<file path="src/rtl/shift_ctrl_pkg.sv">
// Shared definitions for the shift/rotate sequencer and the ALU decoder.
// Build option: SHIFT_CTRL_ROTATE_EN enables ROL/ROR (two-pass rotates).
package shift_ctrl_pkg;

  localparam int SHIFT_WIDTH = 32;
  localparam int SHIFT_SHW   = 5;

  localparam logic [2:0] SHIFT_OP_SHL = 3'b000;
  localparam logic [2:0] SHIFT_OP_SHR = 3'b001;
  localparam logic [2:0] SHIFT_OP_SRA = 3'b010;
  localparam logic [2:0] SHIFT_OP_ROL = 3'b011;
  localparam logic [2:0] SHIFT_OP_ROR = 3'b100;

`ifdef SHIFT_CTRL_ROTATE_EN
  typedef enum logic [1:0] {
    ST_IDLE  = 2'b00,
    ST_PASS1 = 2'b01,
    ST_PASS2 = 2'b10,
    ST_DONE  = 2'b11
  } shift_state_e;
`else
  typedef enum logic [1:0] {
    ST_IDLE  = 2'b00,
    ST_PASS1 = 2'b01,
    ST_DONE  = 2'b11
  } shift_state_e;
`endif

  // True for op codes this build can execute.
  function automatic logic op_is_legal(input logic [2:0] op);
    case (op)
      SHIFT_OP_SHL, SHIFT_OP_SHR, SHIFT_OP_SRA: return 1'b1;
`ifdef SHIFT_CTRL_ROTATE_EN
      SHIFT_OP_ROL, SHIFT_OP_ROR:               return 1'b1;
`else
      SHIFT_OP_ROL, SHIFT_OP_ROR:               return 1'b0;
`endif
      default:                                  return 1'b0;
    endcase
  endfunction

`ifdef SHIFT_CTRL_ROTATE_EN
  // True for the two-pass rotate ops.
  function automatic logic op_is_rotate(input logic [2:0] op);
    case (op)
      SHIFT_OP_ROL, SHIFT_OP_ROR: return 1'b1;
      default:                    return 1'b0;
    endcase
  endfunction
`endif

endpackage

</file>
<file path="src/rtl/shift_ctrl.sv">
// Sequencer for the shared barrel shifter: accepts shift/rotate requests,
// drives the shifter through one or two passes and returns the result.
// Build option: SHIFT_CTRL_ROTATE_EN adds ROL/ROR as left|right pass pairs;
// without it those op codes report illegal.
module shift_ctrl
  import shift_ctrl_pkg::*;
#(
  parameter int WIDTH = SHIFT_WIDTH,
  parameter int SHW   = SHIFT_SHW
) (
  input  logic             iClk,
  input  logic             iRst,
  input  logic             iStart,
  input  logic [2:0]       iOp,
  input  logic [WIDTH-1:0] iD,
  input  logic [SHW-1:0]   iShamt,
  output logic             oBusy,
  output logic             oDone,
  output logic [WIDTH-1:0] oD,
  output logic             oIllegal,
  output logic [WIDTH-1:0] oShD,
  output logic [SHW-1:0]   oShShamt,
  output logic             oShnLeft,
  output logic             oShnArith,
  input  logic [WIDTH-1:0] iShRes
);

  shift_state_e     state_r;
  shift_state_e     state_s;

  logic             busy_s;
  logic             done_s;
  logic             illegal_s;
  logic [WIDTH-1:0] d_s;
  logic [WIDTH-1:0] shd_s;
  logic [SHW-1:0]   shamt_s;
  logic             nleft_s;
  logic             narith_s;

`ifdef SHIFT_CTRL_ROTATE_EN
  // Second-pass amount is (WIDTH - n) wrapped to SHW bits, so n = 0 gives 0.
  localparam logic [SHW-1:0] WRAP_AMT = SHW'(WIDTH);

  logic [2:0]       op_r;
  logic [2:0]       op_s;
  logic [WIDTH-1:0] acc_r;
  logic [WIDTH-1:0] acc_s;
`endif

  // State register.
  always_ff @(posedge iClk or posedge iRst) begin
    if (iRst) begin
      state_r <= ST_IDLE;
    end else begin
      state_r <= state_s;
    end
  end

  // Next-state selection.
  always_comb begin
    state_s = state_r;
    case (state_r)
      ST_IDLE: begin
        if (iStart) begin
          if (op_is_legal(iOp)) begin
            state_s = ST_PASS1;
          end else begin
            state_s = ST_DONE;
          end
        end else begin
          state_s = ST_IDLE;
        end
      end
      ST_PASS1: begin
`ifdef SHIFT_CTRL_ROTATE_EN
        if (op_is_rotate(op_r)) begin
          state_s = ST_PASS2;
        end else begin
          state_s = ST_DONE;
        end
`else
        state_s = ST_DONE;
`endif
      end
`ifdef SHIFT_CTRL_ROTATE_EN
      ST_PASS2: state_s = ST_DONE;
`endif
      ST_DONE:  state_s = ST_IDLE;
      default:  state_s = ST_IDLE;
    endcase
  end

  // Next values for the registered outputs, shifter controls and accumulator.
  always_comb begin
    busy_s    = (state_s != ST_IDLE);
    done_s    = 1'b0;
    illegal_s = 1'b0;
    d_s       = oD;
    shd_s     = oShD;
    shamt_s   = oShShamt;
    nleft_s   = oShnLeft;
    narith_s  = oShnArith;
`ifdef SHIFT_CTRL_ROTATE_EN
    op_s      = op_r;
    acc_s     = acc_r;
`endif
    case (state_r)
      ST_IDLE: begin
        if (iStart) begin
          d_s = {WIDTH{1'b0}};
`ifdef SHIFT_CTRL_ROTATE_EN
          op_s = iOp;
`endif
          if (op_is_legal(iOp)) begin
            // First pass: ROL is a left shift, ROR a logical right shift.
            shd_s    = iD;
            shamt_s  = iShamt;
            nleft_s  = (iOp == SHIFT_OP_SHL) || (iOp == SHIFT_OP_ROL);
            narith_s = (iOp != SHIFT_OP_SRA);
          end else begin
            done_s    = 1'b1;
            illegal_s = 1'b1;
          end
        end else begin
          done_s = 1'b0;
        end
      end
      ST_PASS1: begin
`ifdef SHIFT_CTRL_ROTATE_EN
        acc_s = iShRes;
        if (op_is_rotate(op_r)) begin
          // Same data, opposite direction, logical, complementary amount.
          nleft_s  = ~oShnLeft;
          narith_s = 1'b1;
          shamt_s  = WRAP_AMT - oShShamt;
        end else begin
          d_s    = iShRes;
          done_s = 1'b1;
        end
`else
        d_s    = iShRes;
        done_s = 1'b1;
`endif
      end
`ifdef SHIFT_CTRL_ROTATE_EN
      ST_PASS2: begin
        acc_s  = acc_r | iShRes;
        d_s    = acc_r | iShRes;
        done_s = 1'b1;
      end
`endif
      ST_DONE: begin
        done_s = 1'b0;
      end
      default: begin
        done_s = 1'b0;
      end
    endcase
  end

  // Output, shifter-control and accumulator registers.
  always_ff @(posedge iClk or posedge iRst) begin
    if (iRst) begin
      oBusy     <= 1'b0;
      oDone     <= 1'b0;
      oIllegal  <= 1'b0;
      oD        <= {WIDTH{1'b0}};
      oShD      <= {WIDTH{1'b0}};
      oShShamt  <= {SHW{1'b0}};
      oShnLeft  <= 1'b0;
      oShnArith <= 1'b1;
`ifdef SHIFT_CTRL_ROTATE_EN
      op_r      <= 3'b000;
      acc_r     <= {WIDTH{1'b0}};
`endif
    end else begin
      oBusy     <= busy_s;
      oDone     <= done_s;
      oIllegal  <= illegal_s;
      oD        <= d_s;
      oShD      <= shd_s;
      oShShamt  <= shamt_s;
      oShnLeft  <= nleft_s;
      oShnArith <= narith_s;
`ifdef SHIFT_CTRL_ROTATE_EN
      op_r      <= op_s;
      acc_r     <= acc_s;
`endif
    end
  end

endmodule

</file>
<file path="config.mk">
export PLATFORM = sky130hd
export DESIGN_NAME = shift_ctrl
export DESIGN_NICKNAME = d
export VERILOG_FILES = /design/src/rtl/shift_ctrl_pkg.sv /design/src/rtl/shift_ctrl.sv
export SDC_FILE = /design/constraint.sdc
export NUM_CORES = 1
export LEC_CHECK = 0
export CAP_MARGIN = 20
export CELL_PAD_IN_SITES_DETAIL_PLACEMENT = 1
export CELL_PAD_IN_SITES_GLOBAL_PLACEMENT = 2
export CORE_ASPECT_RATIO = 1.5
export CORE_MARGIN = 2
export CORE_UTILIZATION = 25
export CTS_BUF_LIST = sky130_fd_sc_hd__clkbuf_8 sky130_fd_sc_hd__clkbuf_16
export CTS_CLUSTER_SIZE = 16
export DETAILED_ROUTE_END_ITERATION = 7
export PLACE_DENSITY = 0.89
export SYNTH_ARGS = -nofsm -noshare
export SYNTH_HDL_FRONTEND = slang
export SYNTH_SLANG_ARGS = --single-unit
</file>
<file path="constraint.sdc">
create_clock -name iClk -period 3.2 [get_ports iClk]
set_clock_uncertainty 0.1 [all_clocks]
set_input_delay 0.48 -clock iClk [delete_from_list [all_inputs] [get_ports iClk]]
set_output_delay 0.48 -clock iClk [all_outputs]
set_load 0.02 [all_outputs]
</file>
# Word level (Yosys, flattened, before mapping)
# Cells that the tools add are included.
dict set report totals {
  wordCells 35
  out_inout_bits 74
  regBits 76
  inputBits 75
}
dict set report op_classes {
  reduce_logical 8
  n_eq_ne 6
  mux 12
}
# operator n
set op_table {}
lappend op_table {{$pmux W32 S2} 1}
lappend op_table {{$mux W32} 1}
lappend op_table {{$eq A3 B2 Y1 const B} 2}
lappend op_table {{$mux W1} 6}
lappend op_table {{$mux W2} 2}
lappend op_table {{$pmux W2 S2} 1}
lappend op_table {{$reduce_bool A2 Y1} 2}
lappend op_table {{$eq A3 B1 Y1 const B} 1}
lappend op_table {{$logic_not A3 Y1} 1}
lappend op_table {{$ne A3 B2 Y1 const B} 1}
lappend op_table {{$reduce_and A3 Y1} 1}
lappend op_table {{$reduce_or A3 Y1} 1}
lappend op_table {{$eq A2 B1 Y1 const B} 1}
lappend op_table {{$logic_not A2 Y1} 1}
lappend op_table {{$ne A2 B2 Y1 const B} 1}
lappend op_table {{$pmux W1 S2} 1}
lappend op_table {{$reduce_and A2 Y1} 1}
lappend op_table {{$logic_or A1 B1 Y1} 1}

# Logic depth before layout (Yosys ltp)
dict set report logic_depth {
  word_depth 9
  ltp_mapped 5
  depth_no_buf 3
}

# Least setup slack after synthesis
# OpenSTA, ideal clock, no wires.
dict set report synth_path {
  kind {input to register}
  from {input port iOp[2]}
  to {register oShD[13]}
  stages 5
  slack_ns 1.214
  arrival_ns 1.761
  t_required_ns 2.975
  setup_ns 0.125
  path_buffers 2
  path_cell_list {or4b_4 > a21o_1 > buf_6 > buf_6 > mux2_4}
}
dict set report synth_between {
  elab_chain_cells 6
  word_cells_on_any_way 8
  cone_classes {2 x eq/ne; 3 x mux; 3 x reduce/logical}
}
# element line_no
set synth_lines {}
lappend synth_lines {{from (decl)} shift_ctrl.sv:14} ;# input logic [2:0] iOp,
lappend synth_lines {{$eq A3 B1 Y1, or another cell as far along} shift_ctrl_pkg.sv:31} ;# case (op)
lappend synth_lines {{$reduce_or A3 Y1 *} shift_ctrl_pkg.sv:31}
lappend synth_lines {{$mux W1 *} shift_ctrl_pkg.sv:31}
lappend synth_lines {{$mux W1 *} shift_ctrl.sv:109} ;# if (iStart) begin
lappend synth_lines {{$mux W1 *} shift_ctrl.sv:107} ;# case (state_r)
lappend synth_lines {{$reduce_and A3 Y1 (no line) *} --}
lappend synth_lines {{to (signal assigned)} shift_ctrl.sv:168} ;# oShD <= {WIDTH{1'b0}};
lappend synth_lines {{to (signal assigned)} shift_ctrl.sv:181} ;# oShD <= shd_s;
lappend synth_lines {{to (decl)} shift_ctrl.sv:21} ;# output logic [WIDTH-1:0] oShD,
# Every way passes the cells marked *; elsewhere a longest branch is shown, timed or not. The select of a mux whose other input is x is not followed.
# A chain may end at the register's enable or synchronous reset.

# Worst setup path after layout
dict set report layout_path {
  from {input port iStart}
  to {register oShD[21]}
}
dict set report layout_between {
  elab_chain_cells 1
}
# element line_no
set layout_lines {}
lappend layout_lines {{from (decl)} shift_ctrl.sv:13} ;# input logic iStart,
lappend layout_lines {{$reduce_and A3 Y1 (no line)} --}
# No other way between the ends.

==> impl_results.md <==
- DR vias: between 2000 and 2500
- Gr usage total: 13.53%
- Worst R2R Path Depth: 3
- Synth-to-Final Area Change: 68.28%
- PwrDens: between 1000 and 1500 mW/mm2
- Period utilization: between 70% and 80%
- Total negative slack: 0 ns
- Port Buf Inserts: approximately 150
- Layout Nets: a little under 400
- Synth Cell Area: roughly 0.0028 mm2
- Die width: about 91 um
- Clock tree root buffer cell: clkbuf_16
- Top cell type's share of synthesized area: between 60% and 70%
- Pleak: 2.076 nW
- Clock Pin Slew Worst Setup and Hold Paths: roughly 0.060 ns
- Slowest stage cell, crit path: a21o_2
- Synth Instances: between 150 and 200
- I/O Pins: ~150
- Antenna fix cells: 0
- Die Height: roughly 130 um
- Avg Inst Size Synth: roughly 16 um2
- Die ar.: roughly 0.012 mm2
- Antenna-violating nets left: 0
- Setup CP Type: primary input to flip-flop
- Placed Cells: approximately 460
- Post-CTS Setup Bufs: 0
- Post-layout min period: 2.361 ns
- Initial Util: about a quarter
- Global-route wire length before repair: about 13000 um
- F_max: between 400 and 500 MHz
- Worst-Skew Late Latency: about 0.32 ns
- # rows: between 40 and 50
- Slowest stage delay, CP: 0.54 ns
- Max Cap Viol: 0
- H-tree level count: 3
- Multi-input gate area: 850.8 um2
- Vias per cell: 4.362
- R2R Setup Slk: a little over 1 ns
- Final setup viols: 0
- Hold Fails Final Rpt: 0
- Reg2Reg Capture Point: oShD[21]
- DR pass1 iterations: 5
- RSZ-0062 raised after global routing: false
- Share of layout cells above drive strength 1: a little under a fifth
- Endpoint, Worst Hold: oShnLeft
- Storage cell area: about 0.0019 mm2
- TritonCTS Buffers: 9
- Largest cells by area after synthesis: dfrtp_1 (66%), mux2_4 (10%), a22o_1 (10%)
- Hold path cells: 1
- # fillers: about 1100
- Final core utilization: 42.99%
- Crit start category: primary input
- # resized after CTS: 0
- Status: finished, final reports clean
- GPL Wtd Cong: 0.6955
- Vias in the first global route: ~2400
- Post-Syn Nets: between 200 and 250
- Hold_buf cts: 0
- Hold crit path type: flip-flop to flip-flop
- Warning count from the yosys run: 0
- Routed WL: slightly below 8000 um
- Largest net degree at the start of global routing: 43
- CTS tree: yes
- Rel. slew slack: between 30% and 40%
- Endpoint class of the critical path: flip-flop
- Leading area contributor after synthesis: dfrtp_1
- Non-Filler Instances: 473
- Slew @ Worst Pin: slightly above 1 ns
- Longest Clk Path Bufs: 2
- DRC viols: 0
- Arr. time, crit path: 2.47 ns
- HPWL after DPL: between 5000 and 6000 um
- Initial DRC Count: 27
- Core Footprint: roughly 0.011 mm2
- Synth unique cells: 18
- Crit-path cells: clkdlybuf4s50_1 > or4b_4 > a21o_2 > mux2_4
- Global route total overflow: 0
- Number of synthesized register bits: 75
- Overall power: roughly 5 mW
- Initial antenna violation count: 0
- Max FO, Critical Path: 38
- CP required: 3.31 ns
- Wire per inst: 16.59 um
- Sequential area share after synthesis: between 60% and 70%
- R2r startpoint: state_r[0]
- Hold Startpoint: oShnLeft
- Clk sinks: 75
- Slew Limit Fails: 0
- Maximum VDD drop: 349.6 uV
-- Yosys cell counts --
| library cell | n |
|---|---|
| a21o_1 | 2 |
| a21oi_1 | 2 |
| a22o_1 | 32 |
| buf_2 | 1 |
| buf_6 | 3 |
| clkbuf_1 | 8 |
| dfrtp_1 | 74 |
| dfstp_2 | 1 |
| inv_1 | 4 |
| mux2_2 | 18 |
| mux2_4 | 19 |
| nor2_1 | 1 |
| nor2b_1 | 1 |
| nor3_1 | 1 |
| nor4b_1 | 1 |
| o21ai_0 | 2 |
| or2_2 | 1 |
| or4b_4 | 1 |
-- per-stage QoR --
stage               instance area, um2  setup WS, ns  hold slack, ns
floorplan                         2809        0.7117          0.3506
global placement                  4438        0.5233          0.3647
detailed placement                4438        0.4775          0.3707
CTS                               4727        0.8360          0.3903
global route                      4727        0.7597          0.4084
finish                            4727        0.8389          0.3858
-- cell families after synthesis --
kind of cell	after synthesis	synth area share (%)
and+or+nand+nor	6	1.559
AOI/OAI and AO/OA	38	11.22
DFF	75	66.86
buffers and inverters	16	2.984
muxes	37	17.37
-- sequential cells by signal, indices dropped and copies added, names as in the netlist --
| name | flops |
|---|---|
| oShnLeft | 1 |
| oShShamt | 5 |
| oD | 32 |
| oShD | 32 |
| oBusy | 1 |
| oShnArith | 1 |
| state_r | 1 |
| oDone | 1 |
| oIllegal | 1 |
-- cells in the final DEF (no fill, tap or decap) --
cell and count:
mux2_2 18, mux2_4 19, dfstp_2 1, inv_1 3, a21o_2 1, or4b_4 1
or2_2 1, buf_4 1, clkinv_2 2, nor2_1 1, clkinvlp_4 3, a21oi_1 2
nor3_1 1, buf_12 1, a21o_1 1, clkbuf_16 9, clkdlybuf4s50_1 148, nor2b_2 1
nor4b_1 1, o21ai_0 2, dfrtp_1 74, inv_6 1, clkbuf_8 2, a22o_1 32
-- per-layer routing --
layer  track usage, %  wire (um)  up-vias
met1            14.77       2914     1043
met3            4.382        528        7
met5                0          0        -
met4            4.957         94        0
li1                 -          -      922
met2            24.38       4310       91
-- how the worst max path moves through the flow --
stage                    end  cells past startpoint  slack [ns]  startpoint
floorplan              oBusy                      1        0.71        iRst
global placement    oShD[22]                      4        0.52      iOp[2]
detailed placement  oShD[22]                      4        0.48      iStart
CTS                 oShD[21]                      4        0.84      iStart
global route        oShD[16]                      4        0.76      iStart
finish              oShD[21]                      4        0.84      iStart
-- cell type report --
cell class,count,area share [%]
tap,147,3.891
multi-input combinational,81,18.00
sequential,75,39.73
clock buffer,11,5.347
inverter,4,0.3441
clock inverter,5,0.7676
timing repair buffer,150,31.92
-- power breakdown --
part / total, mW / switching, mW / internal (mW)
Combinational: 2.34 / 1.09 / 1.25
Sequential: 1.65 / 0.257 / 1.40
Clock: 0.951 / 0.382 / 0.568
Total: 4.94 / 1.73 / 3.22
-- worst max-delay path: cells and delay by family --
kind	cells	cell delay, ns
compound gates	1	0.54
simple gates	1	0.49
mux	1	0.43
buf+inv	1	0.50
No activity file was read; power rests on OpenSTA's default activity.
